--- src/rtl/hmcs_key_display_io.sv ---
// HMCS44A peripheral responder: qualifies one-hot D strobes, latches R2/R3 segment data
// into a 16-entry display RAM, debounces the strobed key column and pulses int0 on changes.
module hmcs_key_display_io #(
    parameter int STROBE_MIN = 4,
    parameter int DEB        = 16,
    parameter int INT_LEN    = 8
) (
    input  logic        clk,
    input  logic        reset,
    input  logic [15:0] i_D,
    input  logic [3:0]  i_R2,
    input  logic [3:0]  i_R3,
    input  logic [63:0] i_keys,
    output logic [3:0]  o_R0,
    output logic        o_int0,
    output logic [3:0]  o_col,
    output logic        o_col_valid,
    input  logic [3:0]  i_disp_addr,
    output logic [7:0]  o_disp_data,
    output logic [1:0]  o_state
);

    localparam int CW = $clog2(STROBE_MIN + 1);
    localparam int DW = (DEB > 1) ? $clog2(DEB) : 1;
    localparam int IW = $clog2(INT_LEN + 1);
    localparam logic [CW-1:0] SM_C     = CW'(STROBE_MIN);
    localparam logic [DW-1:0] DEB_MAX  = DW'(DEB - 1);
    localparam logic [IW-1:0] INT_C    = IW'(INT_LEN);
    localparam bit            IMMED    = (STROBE_MIN == 1);

    typedef enum logic [1:0] {
        S_IDLE = 2'd0,
        S_ARM  = 2'd1,
        S_HOLD = 2'd2
    } state_t;

    state_t          state_q;
    logic [15:0]     d_q;
    logic [3:0]      col_q;
    logic [CW-1:0]   cnt_q;
    logic [DW-1:0]   dcnt_q;
    logic [3:0]      cand_q;
    logic [IW-1:0]   int_cnt_q;
    logic [7:0]      dram_q [16];
    logic [3:0]      deb_q  [16];

    logic            onehot;
    logic [3:0]      idx;
    logic            eval_en;
    logic            accept_en;
    logic [3:0]      acc_col;
    logic [3:0]      raw;

    // Any departure from the sampled strobe (or an unknown state) re-evaluates i_D.
    always_comb begin
        onehot = (i_D != 16'h0) && ((i_D & (i_D - 16'd1)) == 16'h0);
        idx = 4'd0;
        for (int i = 0; i < 16; i++) begin
            if (i_D[i]) idx = 4'(i);
        end
        eval_en   = ((state_q != S_ARM) && (state_q != S_HOLD)) || (i_D != d_q);
        accept_en = 1'b0;
        acc_col   = col_q;
        if (eval_en) begin
            accept_en = onehot && IMMED;
            acc_col   = idx;
        end else if (state_q == S_ARM) begin
            accept_en = ((cnt_q + 1'b1) == SM_C);
        end
        raw = i_keys[{col_q, 2'b00} +: 4];
    end

    assign o_state = state_q;

    always_ff @(posedge clk or negedge reset) begin
        if (!reset) begin
            state_q     <= S_IDLE;
            d_q         <= '0;
            col_q       <= '0;
            cnt_q       <= '0;
            dcnt_q      <= '0;
            cand_q      <= '0;
            int_cnt_q   <= '0;
            o_R0        <= '0;
            o_int0      <= 1'b0;
            o_col       <= '0;
            o_col_valid <= 1'b0;
            o_disp_data <= '0;
            for (int i = 0; i < 16; i++) begin
                dram_q[i] <= '0;
                deb_q[i]  <= '0;
            end
        end else begin
            o_disp_data <= dram_q[i_disp_addr];
            o_R0        <= (state_q == S_HOLD) ? deb_q[col_q] : 4'h0;
            o_col_valid <= (state_q == S_HOLD);
            o_col       <= col_q;
            o_int0      <= (int_cnt_q != '0);
            if (int_cnt_q != '0) int_cnt_q <= int_cnt_q - 1'b1;

            if (eval_en) begin
                if (onehot) begin
                    d_q     <= i_D;
                    col_q   <= idx;
                    cnt_q   <= CW'(1);
                    state_q <= S_ARM;
                end else begin
                    state_q <= S_IDLE;
                end
            end else if (state_q == S_ARM) begin
                cnt_q <= cnt_q + 1'b1;
            end else if (state_q == S_HOLD) begin
                if (raw != cand_q) begin
                    cand_q <= raw;
                    dcnt_q <= '0;
                end else if (dcnt_q == DEB_MAX) begin
                    if (cand_q != deb_q[col_q]) begin
                        deb_q[col_q] <= cand_q;
                        int_cnt_q    <= INT_C;
                    end
                end else begin
                    dcnt_q <= dcnt_q + 1'b1;
                end
            end

            // Accept overrides the FSM moves above and restarts debounce for the new column.
            if (accept_en) begin
                dram_q[acc_col] <= {i_R2, i_R3};
                cand_q          <= i_keys[{acc_col, 2'b00} +: 4];
                dcnt_q          <= '0;
                state_q         <= S_HOLD;
            end
        end
    end

endmodule

--- config.mk ---
export PLATFORM = sky130hd
export DESIGN_NAME = hmcs_key_display_io
export DESIGN_NICKNAME = d
export VERILOG_FILES = /design/src/rtl/hmcs_key_display_io.sv
export SDC_FILE = /design/constraint.sdc
export NUM_CORES = 1
export LEC_CHECK = 0
export BUFFER_PORTS_ARGS = -buffer_cell sky130_fd_sc_hd__buf_2
export CAP_MARGIN = 25
export CELL_PAD_IN_SITES_DETAIL_PLACEMENT = 0
export CELL_PAD_IN_SITES_GLOBAL_PLACEMENT = 1
export CORE_MARGIN = 2
export CORE_UTILIZATION = 52
export CTS_BUF_LIST = sky130_fd_sc_hd__clkbuf_4 sky130_fd_sc_hd__clkbuf_8
export DETAILED_ROUTE_END_ITERATION = 10
export PLACE_DENSITY = 0.88
export SLEW_MARGIN = 20
export SYNTH_ARGS = -nofsm -noshare
export SYNTH_HDL_FRONTEND = slang
export SYNTH_SLANG_ARGS = --single-unit
--- constraint.sdc ---
create_clock -name clk -period 3.8 [get_ports clk]
set_input_delay 0.19 -clock clk [delete_from_list [all_inputs] [get_ports clk]]
set_output_delay 0.19 -clock clk [all_outputs]
set_load 0.03 [all_outputs]
==> impl_metrics.prom <==
# TYPE chip_impl_metric gauge
chip_impl_metric{name="diodes",unit=""} 0
chip_impl_metric{name="design.core.area",unit="um2"} 25300
chip_impl_metric{name="cts.sink_count",unit=""} 247
chip_impl_metric{name="route.detailed.vias_per_inst",unit=""} 6.00
chip_impl_metric{name="cts_max_level",unit=""} 2
chip_impl_metric{name="wire_length_of_the_first_global_routing_pass",unit="mm"} 50.8
chip_impl_metric{name="dieWidth",unit="um"} 165
chip_impl_info{name="final_common_cell",value="sky130_fd_sc_hd__dfrtp_1"} 1
chip_impl_metric{name="critical_path.max_fanout",unit=""} 23
chip_impl_info{name="run_status",value="completed"} 1
chip_impl_info{name="cts-root-buf",value="sky130_fd_sc_hd__clkbuf_8"} 1
chip_impl_metric{name="final.fill_count",unit=""} 1939
chip_impl_metric{name="fin_util",unit="%"} 60.9
chip_impl_metric{name="ioPinCount",unit=""} 114
chip_impl_metric{name="placementRows",unit=""} 58
chip_impl_metric{name="synth-edff-count",unit=""} 0
chip_impl_info{name="grt_most_used_layer",value="met2"} 1
chip_impl_metric{name="post-route-min-period",unit="ns"} 3.50
chip_impl_metric{name="syn-mean-instance-area",unit="um2"} 13.9
chip_impl_metric{name="place.gp.congestion",unit=""} 0.907
chip_impl_metric{name="synthArstFlopShare",unit="%"} 100
chip_impl_metric{name="ys_ff_latch",unit=""} 247
chip_impl_metric{name="setup-tns-final",unit="ns"} 0
chip_impl_metric{name="max_slew_margin",unit="%"} 35.6
chip_impl_metric{name="use_met2",unit="%"} 38.2
chip_impl_metric{name="max_slew.worst_pin.slew",unit="ns"} 0.966
chip_impl_info{name="synth_flop_cell",value="sky130_fd_sc_hd__dfrtp_1"} 1
chip_impl_metric{name="final_max_slew_viol_count",unit=""} 0
chip_impl_metric{name="route.final.wire_length",unit="mm"} 31.6
chip_impl_metric{name="clock-skew-final",unit="ns"} 0.0252
chip_impl_info{name="cts_tree",value="yes"} 1
chip_impl_info{name="min_path_type",value="primary input to register"} 1
chip_impl_metric{name="place.detailed.instances",unit=""} 1385
chip_impl_info{name="rsz0062_at_grt",value="false"} 1
chip_impl_info{name="most_used_cells_in_the_layout_excluding_fill_and_tap_cells",value="sky130_fd_sc_hd__dfrtp_1 (245), sky130_fd_sc_hd__mux2_1 (132), sky130_fd_sc_hd__buf_2 (112), sky130_fd_sc_hd__mux4_2 (74), sky130_fd_sc_hd__mux2_4 (74)"} 1
chip_impl_metric{name="synthCells",unit=""} 965
chip_impl_metric{name="num-nets-final",unit=""} 1208
chip_impl_info{name="endpoint_kind",value="register"} 1
chip_impl_metric{name="fin_crit_sh",unit="%"} 92.2
chip_impl_metric{name="cts-buffers-inserted",unit=""} 41
chip_impl_metric{name="final_critical_path_setup_slack",unit="ns"} 0.298
chip_impl_metric{name="hold_viol_final",unit=""} 0
chip_impl_metric{name="fin_worst_hold_slack",unit="ns"} 0.0290
chip_impl_metric{name="holdPathStages",unit=""} 2
chip_impl_metric{name="port-buffer-count",unit=""} 113
chip_impl_info{name="startpoint_type",value="register"} 1
chip_impl_metric{name="detailedRoute.firstIterationViolations",unit=""} 532
chip_impl_metric{name="number_of_buffers_inserted_by_post_cts_setup_repair",unit=""} 0
chip_impl_metric{name="postSynthNetCount",unit=""} 1065
chip_impl_metric{name="place_worst_setup_slack",unit="ns"} 0.291
chip_impl_metric{name="grt_max_degree",unit=""} 124
chip_impl_metric{name="global_route.overflow_total",unit=""} 0
chip_impl_metric{name="drt_pre_antenna_iters",unit=""} 5
chip_impl_metric{name="routed-via-count",unit=""} 8779
chip_impl_metric{name="worst_ir_drop_vdd",unit="V"} 0.000262
chip_impl_metric{name="number_of_global_route_vias_before_repair",unit=""} 9198
chip_impl_metric{name="detail-route-antenna-nets",unit=""} 0
chip_impl_metric{name="post_synth_num_cell_types",unit=""} 70
chip_impl_metric{name="worst_ep_arrival_time",unit="ns"} 3.91
chip_impl_metric{name="final-setup-viol-count",unit=""} 0
chip_impl_metric{name="clock_latency",unit="ns"} 0.55
chip_impl_metric{name="max_freq",unit="GHz"} 0.286
chip_impl_metric{name="global_route.usage.met3",unit="%"} 4.07
chip_impl_metric{name="fp.dieArea",unit="um2"} 27200
chip_impl_metric{name="layout-drive-gt1-share",unit="%"} 37.1
chip_impl_metric{name="non_filler_instance_count_after_layout",unit=""} 1464
chip_impl_metric{name="post_cts_resized",unit=""} 0
chip_impl_metric{name="dieHeight",unit="um"} 165
chip_impl_metric{name="globalRouteMet1Util",unit="%"} 34.5
chip_impl_metric{name="power.leakage",unit="nW"} 7.54
chip_impl_metric{name="max_cap_viol_count",unit=""} 0
chip_impl_info{name="worst-setup-path-type",value="register to register"} 1
chip_impl_metric{name="detailed_place_hpwl",unit="mm"} 22.5
chip_impl_metric{name="worst_r2r_path_depth",unit=""} 9
chip_impl_metric{name="synthesis.yosys.warnings",unit=""} 0
chip_impl_metric{name="antenna_found_initial",unit=""} 0
chip_impl_metric{name="globalRouteTotalUtil",unit="%"} 24.1
chip_impl_metric{name="area_of_the_mapped_netlist",unit="um2"} 13500
chip_impl_metric{name="clock_transition_time_at_the_flip_flop_clock_pins_of_the_worst_setup_and_hold_paths",unit="ns"} 0.06
chip_impl_metric{name="remaining_drc_errors",unit=""} 0
chip_impl_metric{name="dr_wl_cell",unit="um"} 21.6
chip_impl_metric{name="clock_path_buffers",unit=""} 3
chip_impl_metric{name="start_util",unit="%"} 53.1
chip_impl_metric{name="cp_data_required_time",unit="ns"} 4.21
chip_impl_metric{name="area_growth_syn_to_layout",unit="%"} 14.6
chip_impl_metric{name="cellPowerDensity",unit="nW/um2"} 351
chip_impl_metric{name="synth-seq-area-share",unit="%"} 45.9
-- state kept, by name, summed over array words and instances, names as in the netlist --
name,cells
cand_q,4
dram_q,128
d_q,16
col_q,4
cnt_q,3
o_state,2
dcnt_q,4
o_disp_data,8
o_R0,4
o_col_valid,1
o_col,4
deb_q,64
o_int0,1
int_cnt_q,4
-- area by class of cell --
cell class | instances | area (um2) | share of cell area (%)
clock buffers | 60 | 763 | 4.95
inverters | 13 | 48.8 | 0.316
clock inverters | 9 | 91.3 | 0.592
repair buffers | 167 | 1040 | 6.77
flip-flops and latches | 247 | 6180 | 40.1
well taps | 330 | 413 | 2.68
multi-input cells | 638 | 6880 | 44.6
-- what timing repair did --
item,in CTS,in global routing
hold buffers,10,0
hold endpoints to repair,129,0
endpoints found under the setup margin,0,0
-- Yosys cell counts (4+ instances only) --
cell type | number | share of area, %
sky130_fd_sc_hd__o21ai_1 | 8 | 0.30
sky130_fd_sc_hd__buf_1 | 7 | 0.20
sky130_fd_sc_hd__a31oi_1 | 6 | 0.28
sky130_fd_sc_hd__a211oi_1 | 4 | 0.22
sky130_fd_sc_hd__mux2_1 | 132 | 11
sky130_fd_sc_hd__xnor2_1 | 8 | 0.52
sky130_fd_sc_hd__mux2i_1 | 8 | 0.60
sky130_fd_sc_hd__o211ai_1 | 18 | 1.0
sky130_fd_sc_hd__nand3_4 | 16 | 2.1
sky130_fd_sc_hd__xor2_1 | 18 | 1.2
sky130_fd_sc_hd__inv_1 | 13 | 0.36
sky130_fd_sc_hd__o31a_1 | 5 | 0.33
sky130_fd_sc_hd__nor3_1 | 6 | 0.22
sky130_fd_sc_hd__ha_1 | 6 | 0.56
sky130_fd_sc_hd__nand2b_1 | 10 | 0.47
sky130_fd_sc_hd__clkbuf_1 | 40 | 1.1
sky130_fd_sc_hd__a21o_1 | 5 | 0.28
sky130_fd_sc_hd__nor4_1 | 7 | 0.33
sky130_fd_sc_hd__a2111oi_0 | 5 | 0.33
sky130_fd_sc_hd__and2_1 | 7 | 0.33
sky130_fd_sc_hd__nand4_1 | 4 | 0.19
sky130_fd_sc_hd__nand3_1 | 28 | 1.0
sky130_fd_sc_hd__buf_2 | 12 | 0.45
sky130_fd_sc_hd__or3_1 | 6 | 0.28
sky130_fd_sc_hd__mux2_2 | 12 | 1.0
sky130_fd_sc_hd__nand2_1 | 30 | 0.84
sky130_fd_sc_hd__a21oi_1 | 23 | 0.86
sky130_fd_sc_hd__mux2_4 | 74 | 8.3
sky130_fd_sc_hd__dfrtp_1 | 247 | 46
sky130_fd_sc_hd__nor2b_1 | 14 | 0.65
sky130_fd_sc_hd__o21ai_0 | 16 | 0.60
sky130_fd_sc_hd__mux4_2 | 74 | 12
sky130_fd_sc_hd__nor2_1 | 30 | 0.84
-- critical path: stages (launching register included) --
cell and delay [ns]:
sky130_fd_sc_hd__dfrtp_2 0.74, sky130_fd_sc_hd__buf_4 0.33, sky130_fd_sc_hd__mux4_4 0.64, sky130_fd_sc_hd__mux4_2 0.50, sky130_fd_sc_hd__xnor2_1 0.14, sky130_fd_sc_hd__nand4_1 0.10
sky130_fd_sc_hd__and3_4 0.22, sky130_fd_sc_hd__buf_12 0.20, sky130_fd_sc_hd__nand3_4 0.13, sky130_fd_sc_hd__mux2_4 0.32
-- logic make-up (layout without fill, tap and decap cells) --
| logic type | after synthesis | in the layout | synth area share [%] |
|---|---|---|---|
| compound gates | 118 | 118 | 5.91 |
| mux | 304 | 304 | 34.1 |
| simple gates | 181 | 181 | 8.69 |
| xor+xnor | 26 | 26 | 1.69 |
| buf+inv | 80 | 249 | 2.91 |
| fa+ha+maj | 9 | 9 | 0.791 |
| flops | 247 | 247 | 45.9 |
-- final timing paths --
check                      startpoint  slack [ns]    endpoint
setup / recovery             col_q[0]        0.30   deb_q[41]
hold / removal                 i_D[7]        0.03      d_q[7]
setup reg to reg             col_q[0]        0.30   deb_q[41]
hold reg to reg            dram_q[86]        0.48  dram_q[86]
max in group asynchronous       reset        2.51   deb_q[41]
min in group asynchronous       reset        0.35      o_int0
-- metrics by stage --
step                      area [um2]  power [mW]
after global placement         14500        3.02
after floorplan                13500        2.84
after detailed placement       14500        3.02
after CTS                      15400        5.48
after global routing           15400        5.65
final                          15400        5.42
-- metal layers --
| layer | wire length (um) | up-vias |
|---|---|---|
| met5 | 0 | - |
| met4 | 768 | 0 |
| met3 | 1700 | 61 |
| met2 | 15200 | 261 |
| met1 | 13900 | 4517 |
| li1 | - | 3940 |
-- where the power goes --
group          switching [mW]  internal, mW
Clock                    1.07          1.37
Sequential            0.00152          2.63
Combinational           0.213         0.136
Total                    1.29          4.13
No activity file was read; power rests on OpenSTA's default activity.
